===== src/rtl/lcd_init_pkg.sv =====
// lcd_init_pkg: state codes, default timings and nibble constants for the LCD wake-up sequencer
package lcd_init_pkg;

    localparam int DEF_T_PWR  = 750000;
    localparam int DEF_T_GAP1 = 205000;
    localparam int DEF_T_GAP2 = 5000;
    localparam int DEF_T_GAP3 = 2000;
    localparam int DEF_T_SU   = 2;
    localparam int DEF_T_E    = 12;
    localparam int DEF_T_H    = 1;

    // Each write k occupies four consecutive codes (SETUPk, PULSEk, HOLDk, WAITk),
    // so the sequence always advances by +1 and (state-1) splits into {k, phase}.
    localparam logic [4:0] WAIT_PWR = 5'd0;
    localparam logic [4:0] SETUP0   = 5'd1;
    localparam logic [4:0] PULSE0   = 5'd2;
    localparam logic [4:0] HOLD0    = 5'd3;
    localparam logic [4:0] WAIT0    = 5'd4;
    localparam logic [4:0] SETUP1   = 5'd5;
    localparam logic [4:0] PULSE1   = 5'd6;
    localparam logic [4:0] HOLD1    = 5'd7;
    localparam logic [4:0] WAIT1    = 5'd8;
    localparam logic [4:0] SETUP2   = 5'd9;
    localparam logic [4:0] PULSE2   = 5'd10;
    localparam logic [4:0] HOLD2    = 5'd11;
    localparam logic [4:0] WAIT2    = 5'd12;
    localparam logic [4:0] SETUP3   = 5'd13;
    localparam logic [4:0] PULSE3   = 5'd14;
    localparam logic [4:0] HOLD3    = 5'd15;
    localparam logic [4:0] WAIT3    = 5'd16;
    localparam logic [4:0] DONE     = 5'd17;

    localparam logic [3:0] NIB_WAKE = 4'h3;
    localparam logic [3:0] NIB_4BIT = 4'h2;

    function automatic int max2(input int a, input int b);
        return a > b ? a : b;
    endfunction

    // Bits needed to count 0..m-1
    function automatic int cnt_width(input int m);
        return m > 1 ? $clog2(m) : 1;
    endfunction

endpackage


===== src/rtl/lcd_nibble_strobe.sv =====
// lcd_nibble_strobe: SETUP/PULSE/HOLD timing for one nibble write, paced by the shared counter
module lcd_nibble_strobe
    import lcd_init_pkg::*;
#(
    parameter int T_SU = DEF_T_SU,
    parameter int T_E  = DEF_T_E,
    parameter int T_H  = DEF_T_H,
    parameter int CW   = 20
) (
    input  logic          clk,
    input  logic          reset,
    input  logic          i_start,
    input  logic [3:0]    i_nib,
    input  logic [CW-1:0] i_cnt,
    output logic          o_adv,
    output logic          o_done,
    output logic          o_e,
    output logic [3:0]    o_nib
);

    // phase: 0 idle, 1 setup, 2 pulse, 3 hold; 3+1 wraps back to idle
    logic [1:0]    r_phase;
    logic [1:0]    w_next;
    logic [CW-1:0] w_last;

    // End-of-phase detection against the shared counter and next-phase selection
    always_comb begin
        w_last = r_phase == 2'd1 ? CW'(T_SU - 1) : r_phase == 2'd2 ? CW'(T_E - 1) : CW'(T_H - 1);
        o_adv  = r_phase != 2'd0 && i_cnt == w_last;
        o_done = o_adv && r_phase == 2'd3;
        w_next = i_start ? 2'd1 : o_adv ? r_phase + 2'd1 : r_phase;
    end

    // Registered strobe and nibble; the nibble only loads on entry to setup
    always_ff @(posedge clk) begin
        if (!reset) begin
            r_phase <= 2'd0;
            o_e     <= 1'b0;
            o_nib   <= 4'h0;
        end else begin
            r_phase <= w_next;
            o_e     <= w_next == 2'd2;
            if (i_start)
                o_nib <= i_nib;
        end
    end

endmodule


===== src/rtl/lcd_init_fsm.sv =====
// lcd_init_fsm: HD44780 4-bit power-on wake-up sequencer (0x3, 0x3, 0x3, 0x2 with mandated gaps)
module lcd_init_fsm
    import lcd_init_pkg::*;
#(
    parameter int T_PWR  = DEF_T_PWR,
    parameter int T_GAP1 = DEF_T_GAP1,
    parameter int T_GAP2 = DEF_T_GAP2,
    parameter int T_GAP3 = DEF_T_GAP3,
    parameter int T_SU   = DEF_T_SU,
    parameter int T_E    = DEF_T_E,
    parameter int T_H    = DEF_T_H
) (
    input  logic clk,
    input  logic reset,
    output logic LCD_E,
    output logic LCD_RS,
    output logic LCD_RW,
    output logic SF_D8,
    output logic SF_D9,
    output logic SF_D10,
    output logic SF_D11,
    output logic init_done
);

    localparam int CW = cnt_width(max2(max2(max2(T_PWR, T_GAP1), max2(T_GAP2, T_GAP3)),
                                       max2(max2(T_SU, T_E), T_H)));

    logic [4:0]    r_state;
    logic [4:0]    w_next;
    logic [CW-1:0] r_cnt;
    logic [CW-1:0] w_wait_last;
    logic [3:0]    w_off;
    logic [3:0]    w_noff;
    logic          w_in_strobe;
    logic          w_start;
    logic          w_adv;
    logic          w_done;
    logic [3:0]    w_nib;
    logic [3:0]    w_nib_q;

    assign LCD_RS = 1'b0;
    assign LCD_RW = 1'b0;
    assign {SF_D11, SF_D10, SF_D9, SF_D8} = w_nib_q;

    // Sequence control: waits are timed here, strobe phases by the sub-module
    always_comb begin
        w_off       = 4'(r_state - 5'd1);
        w_in_strobe = r_state != WAIT_PWR && r_state != DONE && w_off[1:0] != 2'd3;
        w_wait_last = r_state == WAIT_PWR ? CW'(T_PWR - 1) :
                      w_off[3:2] == 2'd0  ? CW'(T_GAP1 - 1) :
                      w_off[3:2] == 2'd1  ? CW'(T_GAP2 - 1) : CW'(T_GAP3 - 1);
        w_next      = r_state == DONE ? DONE :
                      (w_in_strobe ? (w_off[1:0] == 2'd2 ? w_done : w_adv) : r_cnt == w_wait_last) ?
                      r_state + 5'd1 : r_state;
        w_noff      = 4'(w_next - 5'd1);
        w_start     = w_next != r_state && w_next != DONE && w_noff[1:0] == 2'd0;
        w_nib       = w_noff[3:2] == 2'd3 ? NIB_4BIT : NIB_WAKE;
    end

    // State, shared counter (reloads to 0 on every state change) and done flag
    always_ff @(posedge clk) begin
        if (!reset) begin
            r_state   <= WAIT_PWR;
            r_cnt     <= '0;
            init_done <= 1'b0;
        end else begin
            r_state   <= w_next;
            r_cnt     <= w_next != r_state ? '0 : r_cnt + 1'b1;
            init_done <= w_next == DONE;
        end
    end

    lcd_nibble_strobe #(
        .T_SU (T_SU),
        .T_E  (T_E),
        .T_H  (T_H),
        .CW   (CW)
    ) u_strobe (
        .clk     (clk),
        .reset   (reset),
        .i_start (w_start),
        .i_nib   (w_nib),
        .i_cnt   (r_cnt),
        .o_adv   (w_adv),
        .o_done  (w_done),
        .o_e     (LCD_E),
        .o_nib   (w_nib_q)
    );

endmodule


===== config.mk =====
export PLATFORM = sky130hd
export DESIGN_NAME = lcd_init_fsm
export DESIGN_NICKNAME = d
export VERILOG_FILES = /design/src/rtl/lcd_init_pkg.sv /design/src/rtl/lcd_nibble_strobe.sv /design/src/rtl/lcd_init_fsm.sv
export SDC_FILE = /design/constraint.sdc
export NUM_CORES = 1
export LEC_CHECK = 0
export ABC_AREA = 0
export BUFFER_PORTS_ARGS = -buffer_cell sky130_fd_sc_hd__buf_2
export CAP_MARGIN = 20
export CORE_ASPECT_RATIO = 2
export CORE_UTILIZATION = 57
export CTS_BUF_LIST = sky130_fd_sc_hd__clkbuf_4
export CTS_CLUSTER_DIAMETER = 60
export CTS_CLUSTER_SIZE = 25
export DETAILED_ROUTE_END_ITERATION = 8
export GPL_TIMING_DRIVEN = 0
export PLACE_DENSITY = 0.78
export SLEW_MARGIN = 0
export SYNTH_ARGS = -nofsm -noshare
export SYNTH_HDL_FRONTEND = slang
export SYNTH_HIERARCHICAL = 1
export SYNTH_SLANG_ARGS = --single-unit

===== constraint.sdc =====
create_clock -name clk -period 4.2 [get_ports clk]
set_input_delay 0.21 -clock clk [delete_from_list [all_inputs] [get_ports clk]]
set_output_delay 0.21 -clock clk [all_outputs]
set_load 0.05 [all_outputs]

==> results of run 1 <==
-- synth_stat cells, types with 4 or more instances --
master,count,area (um2)
sky130_fd_sc_hd__clkbuf_1,7,26.3
sky130_fd_sc_hd__nor2_1,33,124
sky130_fd_sc_hd__a21oi_1,6,30.0
sky130_fd_sc_hd__nor3_1,9,45.0
sky130_fd_sc_hd__nand2b_1,5,31.3
sky130_fd_sc_hd__dfxtp_1,33,661
sky130_fd_sc_hd__xnor2_1,12,105
sky130_fd_sc_hd__nand4_1,8,50.1
sky130_fd_sc_hd__mux2i_1,7,70.1
sky130_fd_sc_hd__nand2_1,9,33.8
sky130_fd_sc_hd__and3_1,12,75.1
sky130_fd_sc_hd__xor2_1,12,105
sky130_fd_sc_hd__nand3_1,13,65.1
sky130_fd_sc_hd__ha_1,8,100
sky130_fd_sc_hd__inv_1,11,41.3
sky130_fd_sc_hd__o211ai_1,4,30.0
-- logic make-up after synthesis --
| group | synth area share |
|---|---|
| and+or+nand+nor | 0.318 |
| adders and majority gates | 0.0460 |
| buffers and inverters | 0.0609 |
| DFF | 0.303 |
| muxes | 0.0322 |
| other | 0.00345 |
| AOI/OAI and AO/OA | 0.140 |
| xor gates and xnor gates | 0.0965 |
-- layout by cell type, fill, tap and decap left out, types with 3 or more instances in the layout --
cell type                  Yosys  final
sky130_fd_sc_hd__nor2_1       33     33
sky130_fd_sc_hd__dfxtp_1      33     33
sky130_fd_sc_hd__nand3_1      13     13
sky130_fd_sc_hd__and3_1       12     12
sky130_fd_sc_hd__xnor2_1      12     12
sky130_fd_sc_hd__xor2_1       12     12
sky130_fd_sc_hd__buf_2         3     10
sky130_fd_sc_hd__nor3_1        9      9
sky130_fd_sc_hd__inv_1        11      9
sky130_fd_sc_hd__nand2_1       9      9
sky130_fd_sc_hd__nand4_1       8      8
sky130_fd_sc_hd__ha_1          8      8
sky130_fd_sc_hd__mux2i_1       7      7
sky130_fd_sc_hd__a21oi_1       6      6
sky130_fd_sc_hd__buf_4         3      6
sky130_fd_sc_hd__clkbuf_4      0      6
sky130_fd_sc_hd__nand2b_1      5      5
sky130_fd_sc_hd__conb_1        2      5
sky130_fd_sc_hd__clkbuf_1      7      4
sky130_fd_sc_hd__o211ai_1      4      4
sky130_fd_sc_hd__clkbuf_2      1      3
sky130_fd_sc_hd__or3_1         3      3
sky130_fd_sc_hd__o21a_1        3      3
sky130_fd_sc_hd__o31a_1        3      3
sky130_fd_sc_hd__o21ai_0       3      3
sky130_fd_sc_hd__nor2b_1       3      3
sky130_fd_sc_hd__and2_1        3      3
sky130_fd_sc_hd__nor4_4        3      3
-- state kept, by name, indices dropped and copies added (netlist names) --
| register | count |
|---|---|
| r_cnt | 20 |
| r_state | 5 |
| u_strobe/o_nib | 4 |
| u_strobe/r_phase | 2 |
| init_done | 1 |
| u_strobe/o_e | 1 |
-- through the flow --
stage	setup WS (ns)	TNS (ns)	power, mW	hold slack (ns)	instances
after detailed placement	0.000699	0	0.349	0.474	317
after floorplan	0.612	0	0.343	0.327	261
after global routing	-0.00885	-0.00885	0.542	0.202	327
after global placement	0.0483	0	0.348	0.468	317
final	0.311	0	0.522	0.200	327
after CTS	0.0932	0	0.531	0.185	325
-- critical path: cells and delay by family, from the launching register on --
kind                       cells  cell delay [ns]
and+or+nand+nor                4             0.97
AOI/OAI and AO/OA              4             0.97
buffers and inverters          5             0.93
DFF                            1             0.36
adders and majority gates      1             0.24
muxes                          1             0.19
xor gates and xnor gates       1             0.12
-- final timing paths --
| check | from | end | slack, ns | depth (start not counted) |
|---|---|---|---|---|
| worst min register to register | u_strobe/o_nib[2] | u_strobe/o_nib[2] | 0.51 | 2 |
| worst max register to register | r_state[0] | u_strobe/o_nib[3] | 0.31 | 16 |
| worst max-delay path | r_state[0] | u_strobe/o_nib[3] | 0.31 | 16 |
| worst min-delay path | reset | r_state[0] | 0.20 | 2 |
-- metal layers --
| metal | global-route usage | share of wire |
|---|---|---|
| met1 | 0.241 | 0.36 |
| met2 | 0.535 | 0.57 |
| met3 | 0.0465 | 0.023 |
| met4 | 0.152 | 0.043 |
| met5 | 0 | 0 |
-- area by class of cell --
class	instances	area [um2]	share of cell area
flip-flops and latches	33	661	0.280
clock inverters	2	10.0	0.00424
multi-input cells	201	1400	0.591
well taps	49	61.3	0.0260
clock buffers	6	45.0	0.0191
plain buffers	16	97.6	0.0413
repair buffers	9	50.0	0.0212
inverters	11	41.3	0.0175
-- power groups by stage --
| stage | sequential (mW) | clock, mW | combinational (mW) |
|---|---|---|---|
| detailed placement | 0.326 | 0 | 0.0224 |
| finish | 0.319 | 0.180 | 0.0229 |
| global placement | 0.326 | 0 | 0.0222 |
| CTS | 0.319 | 0.189 | 0.0228 |
| floorplan | 0.325 | 0 | 0.0177 |
| global route | 0.320 | 0.197 | 0.0250 |
-- repair_timing --
action | CTS | global route
hold endpoints to repair | 0 | 0
hold buffers | 0 | 0
resized for setup | 1 | 8
pin swaps | 0 | 2
setup buffers | 0 | 2
setup endpoints to repair | 3 | 7
==> impl_results.rst, run 1 <==
.. list-table::
   :header-rows: 1

   * - Metric
     - Value
   * - Ratio of routed vias to standard cells
     - 5.91
   * - Width of the die
     - 45.7 um
   * - Clock tree skew after final layout
     - 0.0121 ns
   * - Post-detailed-route DRC marker count
     - 0
   * - Combinational cell fraction of total power
     - 0.044
   * - Clock Sink Count
     - 33
   * - Mapped Avg Cell Area
     - 8.44 um2
   * - Mean routed wirelength per cell
     - 15.2 um
   * - Worst EP required
     - 4.44 ns
   * - Area growth, synth to finish
     - 8.44%
   * - List of cells traversed by the critical path
     - clkbuf_2 > inv_2 > ha_1 > or4b_1 > clkbuf_2 > or2_1 > a2111oi_2 > o211ai_2 > buf_4 > a211oi_2 > xnor2_1 > o21a_1 > nor3_1 > buf_4 > mux2i_1 > nor2_1
   * - FILL cells
     - 350
   * - Standard-cell rows
     - 31
   * - Worst-path cell with the longest stage delay
     - sky130_fd_sc_hd__or4b_1
   * - Top-Level Pins
     - 10
   * - Total number of yosys warnings
     - 6
   * - Via count of the first global-routing pass
     - 1,828
   * - Clock share of power
     - 0.346
   * - Endpoint kind of the worst setup timing path
     - flip-flop
   * - Floorplan die area
     - 4090 um2
   * - Largest net degree at the start of global routing
     - 12
   * - Library cells used by synthesis
     - 59
   * - First-pass GRT wire length
     - 8040 um
   * - H-tree lvl count
     - 2
   * - Power per cell area
     - 221 nW/um2
   * - Static power due to leakage
     - 0.886 nW
   * - Initial DRC Count
     - 58
   * - Max Clock Freq
     - 257 MHz
   * - Outcome
     - finished clean
   * - Switching Power
     - 0.129 mW
   * - Power Internal
     - 0.393 mW
   * - Number of failing setup endpoints in the final timing report
     - 0
   * - Max capacitance violation total
     - 0
   * - Clock tree from TritonCTS
     - done
   * - Total vias in the final route
     - 1,932
   * - Layout Nets
     - 287
   * - Flops & latches, synth
     - 33
   * - Crit path max fanout
     - 10
   * - Starting Density
     - 0.597
   * - Proportion of synthesized flip-flops having asynchronous set or reset
     - 0
   * - Fraction of final layout cells with drive strength greater than 1
     - 0.165
   * - Antenna Cells
     - 0
   * - Core region area
     - 3650 um2
   * - Total track usage
     - 0.273
   * - Post-Syn Area
     - 2180 um2
   * - Clock buffer depth
     - 2
   * - Final design utilization
     - 0.648
   * - Peak supply drop
     - 0.000157 V
   * - Class of the most critical hold timing path
     - in -> reg
   * - Headroom to the max-slew limit
     - 0.614
   * - Number of flops mapped to enable cells by yosys
     - 0
   * - Post-synthesis instance total
     - 258
   * - Switching fraction of total power
     - 0.247
   * - Total CTS buffers
     - 5
   * - Final HPWL from detailed placement
     - 3740 um
   * - Share of synthesized area occupied by flip-flops and latches
     - 0.303
   * - CTS clock-pin slew for the worst setup and hold paths
     - 0.10 ns
   * - Placer Congestion
     - 0.868
   * - Final Hold Vio Count
     - 0
   * - Floorplan die height
     - 89.4 um
   * - Remaining Overflow, GRT
     - 0
   * - Biggest cell delay along the critical path
     - 0.45 ns
   * - Period minus WS final
     - 3.89 ns
   * - Final Instance Area
     - 2360 um2
   * - Flop pwr share
     - 0.611
   * - Type of origin of the critical path
     - flip-flop
   * - Final worst-path cycle share
     - 0.926
   * - Root cell of the clock tree
     - sky130_fd_sc_hd__clkbuf_4
   * - Flip-flop cell with the highest count after synthesis
     - sky130_fd_sc_hd__dfxtp_1
   * - Startpoint-to-endpoint class of the critical path
     - reg -> reg
   * - Worst Max-Slew Pin Slew
     - 0.574 ns
   * - Worst-Skew Late Latency
     - 0.34 ns
   * - Max-slew violation count
     - 0
   * - Arrival time at the worst endpoint
     - 4.13 ns
   * - Total of buffers placed on input and output ports
     - 7
   * - Post-detailed-placement cell area
     - 2290 um2
   * - Antenna violations before repair
     - 0
   * - First-pass DRT Iterations
     - 4
   * - Wire length after detailed routing
     - 4970 um
   * - Antenna-violating nets left
     - 0
No activity file was read; power rests on OpenSTA's default activity.
==> run 2: changes to the inputs <==
--- a/config.mk
+++ b/config.mk
@@ -16,6 +16,7 @@
 export DETAILED_ROUTE_END_ITERATION = 8
 export GPL_TIMING_DRIVEN = 0
 export PLACE_DENSITY = 0.78
+export SETUP_SLACK_MARGIN = 0.4
 export SLEW_MARGIN = 0
 export SYNTH_ARGS = -nofsm -noshare
 export SYNTH_HDL_FRONTEND = slang
==> impl_results.rst, run 2 (synthesis gave the netlist of run 1 again) <==
.. list-table::
   :header-rows: 1

   * - Metric
     - Value
   * - Power per cell area
     - 215 nW/um2
   * - Remaining Overflow, GRT
     - 0
   * - Wire length after detailed routing
     - 5130 um
   * - Max Clock Freq
     - 276 MHz
   * - Setup repair after global routing missed its margin
     - no
   * - CTS clock-pin slew for the worst setup and hold paths
     - 0.10 ns
   * - Starting Density
     - 0.597
   * - Worst-Skew Late Latency
     - 0.34 ns
   * - WL met3
     - 102 um
   * - Via count of the first global-routing pass
     - 1,843
   * - Worst EP required
     - 4.43 ns
   * - Top-Level Pins
     - 10
   * - Total CTS buffers
     - 5
   * - Headroom to the max-slew limit
     - 0.463
   * - Root cell of the clock tree
     - sky130_fd_sc_hd__clkbuf_4
   * - Highest-count cells in the layout ignoring fill and taps
     - sky130_fd_sc_hd__nor2_1 (33), sky130_fd_sc_hd__dfxtp_1 (32), sky130_fd_sc_hd__nand3_1 (13), sky130_fd_sc_hd__buf_2 (12), sky130_fd_sc_hd__xor2_1 (12)
   * - Multi-input gate area in the final layout
     - 1440 um2
   * - Max-slew violation count
     - 0
   * - Antenna violations before repair
     - 0
   * - Highest metal layer with signal wires
     - met4
   * - Post-route setup slack
     - 0.582 ns
   * - Post-detailed-route DRC marker count
     - 0
   * - Routed wire length on met2
     - 2990 um
   * - Worst Max-Slew Pin Slew
     - 0.785 ns
   * - Type of origin of the critical path
     - flip-flop
   * - First-pass GRT wire length
     - 8090 um
   * - Ratio of routed vias to standard cells
     - 5.85
   * - Sum of negative setup slack
     - 0 ns
   * - Arrival time at the worst endpoint
     - 3.85 ns
   * - Antenna Cells
     - 0
   * - Standard-cell rows
     - 31
   * - Reg with most FFs
     - r_cnt
   * - Wire length on met1
     - 1850 um
   * - Peak supply drop
     - 0.000158 V
   * - Startpoint-to-endpoint class of the critical path
     - reg -> reg
   * - Floorplan die area
     - 4090 um2
   * - Mean routed wirelength per cell
     - 15.5 um
   * - Layout Nets
     - 290
   * - FILL cells
     - 331
   * - Outcome
     - finished clean
   * - Total vias in the final route
     - 1,932
   * - Largest net degree at the start of global routing
     - 12
   * - Final HPWL from detailed placement
     - 3740 um
   * - Fraction of final layout cells with drive strength greater than 1
     - 0.206
   * - Clock tree from TritonCTS
     - done
   * - Core region area
     - 3650 um2
   * - Registers with the most flip-flops
     - r_cnt x20, r_state x5, u_strobe/o_nib x4
   * - Total of buffers placed on input and output ports
     - 7
   * - Period minus WS final
     - 3.62 ns
   * - Most frequent standard cell in the layout excluding fill and tap cells
     - sky130_fd_sc_hd__nor2_1
   * - Area growth, synth to finish
     - 11.7%
   * - Final Hold Vio Count
     - 0
   * - Cell count after placement
     - 317
   * - H-tree lvl count
     - 2
   * - Final worst-path cycle share
     - 0.861
   * - Clock buffer depth
     - 2
   * - Width of the die
     - 45.7 um
   * - First-pass DRT Iterations
     - 4
   * - Crit path max fanout
     - 7
   * - Area taken by flip-flops and latches
     - 662 um2
   * - Max FFs per register
     - 20
   * - Placer Congestion
     - 0.868
   * - Clock tree skew after final layout
     - 0.0115 ns
   * - Total track usage
     - 0.275
   * - Class of the most critical hold timing path
     - in -> reg
   * - Endpoint kind of the worst setup timing path
     - flip-flop
   * - Max capacitance violation total
     - 0
   * - Antenna-violating nets left
     - 0
   * - Floorplan die height
     - 89.4 um
   * - Number of non-filler instances in the completed layout
     - 330
   * - Number of failing setup endpoints in the final timing report
     - 0
   * - Final design utilization
     - 0.667
   * - Clock Sink Count
     - 33
   * - Initial DRC Count
     - 37
   * - Static power due to leakage
     - 0.917 nW
   * - Pre-CTS WS
     - 0.000699 ns
run 2: per-layer routing:
metal,up-vias,track usage
met5,-,0
met2,36,0.540
li1,952,-
met1,926,0.239
met3,18,0.0485
met4,0,0.160
run 2: metrics by stage:
step           total power [mW]  cell area [um2]  hold WS (ns)
5_1_grt                   0.544             2430         0.197
3_5_place_dp              0.349             2290         0.474
6_report                  0.523             2430         0.202
4_1_cts                   0.531             2370         0.185
3_3_place_gp              0.348             2290         0.468
2_1_floorplan             0.343             2190         0.327
run 2: worst max-delay path, stage by stage (launching register included):
cell and delay, ns:
sky130_fd_sc_hd__dfxtp_1 0.39, sky130_fd_sc_hd__inv_1 0.11, sky130_fd_sc_hd__ha_1 0.37, sky130_fd_sc_hd__xnor2_2 0.20
sky130_fd_sc_hd__and4_4 0.27, sky130_fd_sc_hd__and3_2 0.18, sky130_fd_sc_hd__mux2i_1 0.09, sky130_fd_sc_hd__or3_1 0.33
sky130_fd_sc_hd__clkbuf_2 0.19, sky130_fd_sc_hd__and3_2 0.26, sky130_fd_sc_hd__a21oi_4 0.16, sky130_fd_sc_hd__buf_4 0.14
sky130_fd_sc_hd__and4_1 0.19, sky130_fd_sc_hd__o21a_1 0.14, sky130_fd_sc_hd__nor3_2 0.05, sky130_fd_sc_hd__buf_4 0.16
sky130_fd_sc_hd__o31a_1 0.30
run 2: where the power goes:
group          switching [mW]  internal (mW)
Clock                   0.110         0.0702
Combinational          0.0153        0.00813
Sequential            0.00410          0.315
Total                   0.130          0.394
run 2: path summary, 6_finish.rpt:
check	start	to	slack, ns	cells past startpoint
worst max-delay path	u_strobe/r_phase[0]	u_strobe/r_phase[0]	0.58	16
worst max register to register	u_strobe/r_phase[0]	u_strobe/r_phase[0]	0.58	16
worst min register to register	u_strobe/o_nib[2]	u_strobe/o_nib[2]	0.51	2
worst min-delay path	reset	r_state[0]	0.20	2
run 2: cell type report:
class | count | share of cell area
Multi-Input combinational cell | 201 | 0.590
Sequential cell | 33 | 0.272
Buffer | 16 | 0.0422
Timing Repair Buffer | 12 | 0.0298
Tap cell | 49 | 0.0252
Clock buffer | 6 | 0.0185
Inverter | 11 | 0.0180
Clock inverter | 2 | 0.00411
run 2: timing repair:
action                                  in CTS  in global routing
pin swaps                                    2                  2
hold buffers                                 0                  0
endpoints found under the setup margin       7                 17
buffers inserted                             2                  3
gates resized for setup                      9                 14
==> run 3: changes to the inputs <==
--- a/config.mk
+++ b/config.mk
@@ -9,13 +9,14 @@
 export BUFFER_PORTS_ARGS = -buffer_cell sky130_fd_sc_hd__buf_2
 export CAP_MARGIN = 20
 export CORE_ASPECT_RATIO = 2
+export CORE_MARGIN = 4
 export CORE_UTILIZATION = 57
 export CTS_BUF_LIST = sky130_fd_sc_hd__clkbuf_4
 export CTS_CLUSTER_DIAMETER = 60
 export CTS_CLUSTER_SIZE = 25
 export DETAILED_ROUTE_END_ITERATION = 8
 export GPL_TIMING_DRIVEN = 0
-export PLACE_DENSITY = 0.78
+export PLACE_DENSITY_LB_ADDON = 0.15
 export SETUP_SLACK_MARGIN = 0.4
 export SLEW_MARGIN = 0
 export SYNTH_ARGS = -nofsm -noshare
==> impl_results.rst, run 3 (synthesis gave the netlist of run 1 again) <==
.. list-table::
   :header-rows: 1

   * - Metric
     - Value
   * - Fraction of final layout cells with drive strength greater than 1
     - 0.197
   * - Worst-Skew Late Latency
     - 0.35 ns
   * - Pre-CTS WS
     - 0.0507 ns
   * - Post-route setup slack
     - 0.586 ns
   * - Root cell of the clock tree
     - sky130_fd_sc_hd__clkbuf_4
   * - Critical path's most frequent cell
     - sky130_fd_sc_hd__buf_4
   * - Reg with most FFs
     - r_cnt
   * - Top-Level Pins
     - 10
   * - Setup repair after global routing missed its margin
     - no
   * - Max Clock Freq
     - 277 MHz
   * - Final design utilization
     - 0.662
   * - Clock tree skew after final layout
     - 0.00891 ns
   * - Most frequent standard cell in the layout excluding fill and tap cells
     - sky130_fd_sc_hd__nor2_1
   * - Clock tree from TritonCTS
     - done
   * - Total track usage
     - 0.218
   * - CTS clock-pin slew for the worst setup and hold paths
     - 0.11 ns
   * - Crit path max fanout
     - 10
   * - Antenna-violating nets left
     - 0
   * - Total vias in the final route
     - 1,846
   * - Outcome
     - finished clean
   * - Final Instance Area
     - 2410 um2
   * - Tot Pwr
     - 0.520 mW
   * - Startpoint-to-endpoint class of the critical path
     - reg -> reg
   * - FF-to-FF setup slack
     - 0.59 ns
   * - Logic depth of the worst path, buffers included
     - 15
   * - Area growth, synth to finish
     - 10.7%
   * - Crit path buf inv count
     - 5
   * - Max FFs per register
     - 20
   * - Worst Max-Slew Pin Slew
     - 0.748 ns
   * - Post-detailed-placement cell area
     - 2290 um2
   * - Final HPWL from detailed placement
     - 3650 um
   * - End of the worst register-to-register path
     - u_strobe/r_phase[0]
   * - Width of the die
     - 51.7 um
   * - Registers with the most flip-flops
     - r_cnt x20, r_state x5, u_strobe/o_nib x4
   * - Worst setup path startpoint
     - r_state[0]
   * - Clock Sink Count
     - 33
   * - List of cells traversed by the critical path
     - buf_4 > inv_4 > ha_2 > or4b_1 > clkbuf_2 > or2_1 > a2111oi_4 > o211ai_2 > a21oi_4 > buf_4 > and4_1 > o21a_1 > nor3_2 > buf_4 > o31a_1
   * - Power per cell area
     - 216 nW/um2
   * - H-tree lvl count
     - 2
   * - Final worst-path cycle share
     - 0.860
   * - Layout Nets
     - 288
   * - Remaining Overflow, GRT
     - 0
   * - Arrival time at the worst endpoint
     - 3.86 ns
   * - First-pass DRT Iterations
     - 4
   * - Ratio of routed vias to standard cells
     - 5.63
   * - FILL cells
     - 340
   * - Type of origin of the critical path
     - flip-flop
   * - Area taken by flip-flops and latches
     - 662 um2
   * - FF-to-FF Start
     - r_state[0]
   * - First-pass GRT wire length
     - 8160 um
   * - Class of the most critical hold timing path
     - in -> reg
   * - Worst reg2reg path depth
     - 15
   * - Period minus WS final
     - 3.61 ns
   * - Static power due to leakage
     - 0.902 nW
   * - Core region area
     - 3650 um2
   * - Max capacitance violation total
     - 0
   * - Floorplan die height
     - 95.4 um
   * - Setup crit end
     - u_strobe/r_phase[0]
   * - Standard-cell rows
     - 31
   * - Wire length after detailed routing
     - 4880 um
   * - Multi-input gate area in the final layout
     - 1430 um2
   * - Headroom to the max-slew limit
     - 0.489
   * - CP delay by family, top
     - compound AO/OA/AOI/OAI gates
   * - Mean routed wirelength per cell
     - 14.9 um
   * - Highest-count cells in the layout ignoring fill and taps
     - sky130_fd_sc_hd__nor2_1 (33), sky130_fd_sc_hd__dfxtp_1 (32), sky130_fd_sc_hd__nand3_1 (13), sky130_fd_sc_hd__xor2_1 (12)
   * - Post-detailed-route DRC marker count
     - 0
   * - Largest net degree at the start of global routing
     - 12
   * - Via count of the first global-routing pass
     - 1,879
   * - Max-slew violation count
     - 0
   * - Worst EP required
     - 4.45 ns
   * - Initial DRC Count
     - 74
   * - Clock buffer depth
     - 2
   * - Antenna Cells
     - 0
   * - Number of failing setup endpoints in the final timing report
     - 0
   * - Peak supply drop
     - 0.000183 V
   * - Total CTS buffers
     - 5
   * - Sum of negative setup slack
     - 0 ns
   * - Floorplan die area
     - 4930 um2
   * - Endpoint kind of the worst setup timing path
     - flip-flop
   * - Biggest cell delay along the critical path
     - 0.44 ns
   * - Worst-path cell with the longest stage delay
     - sky130_fd_sc_hd__or4b_1
   * - Starting Density
     - 0.597
   * - Final Hold Vio Count
     - 0
   * - Placer Congestion
     - 0.850
   * - Antenna violations before repair
     - 0
   * - Total of buffers placed on input and output ports
     - 7
## run 3: timing repair
| item | 4_1_cts | 5_1_grt |
|---|---|---|
| hold endpoints to repair | 0 | 0 |
| pin swaps | 2 | 3 |
| setup endpoints to repair | 7 | 7 |
| gates resized for setup | 5 | 19 |
| setup buffers | 3 | 0 |
| hold buffers | 0 | 0 |
## run 3: cell type report
type                    instances  share of cell area
plain buffers                  16              0.0425
clock buffers                   5              0.0156
clock inverters                 3             0.00726
inverters                      11              0.0182
multi-input cells             201               0.593
flip-flops and latches         33               0.274
well taps                      49              0.0254
repair buffers                 10              0.0239
## run 3: worst min path at each step
stage,cells after the start,from,endpoint,slack (ns)
after floorplan,1,reset,r_state[0],0.33
after global placement,2,u_strobe/o_nib[1],u_strobe/o_nib[1],0.47
after detailed placement,1,r_cnt[0],r_cnt[0],0.48
after CTS,2,reset,u_strobe/r_phase[0],0.17
after global routing,2,reset,u_strobe/r_phase[0],0.18
final,2,reset,u_strobe/r_phase[0],0.17
## run 3: report_power, final
| group | internal [mW] | leakage, nW | total (mW) | switching, mW |
|---|---|---|---|---|
| Clock | 0.0630 | 0.0310 | 0.178 | 0.115 |
| Sequential | 0.315 | 0.267 | 0.319 | 0.00404 |
| Combinational | 0.00817 | 0.604 | 0.0232 | 0.0151 |
| Total | 0.386 | 0.902 | 0.520 | 0.134 |
## run 3: worst register-to-register path, stage by stage (launching register included)
cell and delay [ns]:
sky130_fd_sc_hd__dfxtp_1 0.37, sky130_fd_sc_hd__buf_4 0.19, sky130_fd_sc_hd__inv_4 0.10, sky130_fd_sc_hd__ha_2 0.21
sky130_fd_sc_hd__or4b_1 0.44, sky130_fd_sc_hd__clkbuf_2 0.17, sky130_fd_sc_hd__or2_1 0.27, sky130_fd_sc_hd__a2111oi_4 0.32
sky130_fd_sc_hd__o211ai_2 0.22, sky130_fd_sc_hd__a21oi_4 0.22, sky130_fd_sc_hd__buf_4 0.16, sky130_fd_sc_hd__and4_1 0.18
sky130_fd_sc_hd__o21a_1 0.16, sky130_fd_sc_hd__nor3_2 0.06, sky130_fd_sc_hd__buf_4 0.16, sky130_fd_sc_hd__o31a_1 0.29
## run 3: layer usage
metal | vias to the layer above | wire, um | global-route usage | part of all wire
li1 | 947 | - | - | -
met1 | 861 | 1830 | 0.211 | 0.37
met2 | 27 | 2770 | 0.413 | 0.57
met3 | 11 | 120 | 0.0376 | 0.025
met4 | 0 | 165 | 0.127 | 0.034
met5 | - | 0 | 0 | 0
## run 3: stage by stage
step,instances,hold WS [ns]
CTS,328,0.173
finish,328,0.173
global route,328,0.181
detailed placement,317,0.476
floorplan,261,0.327
global placement,317,0.469
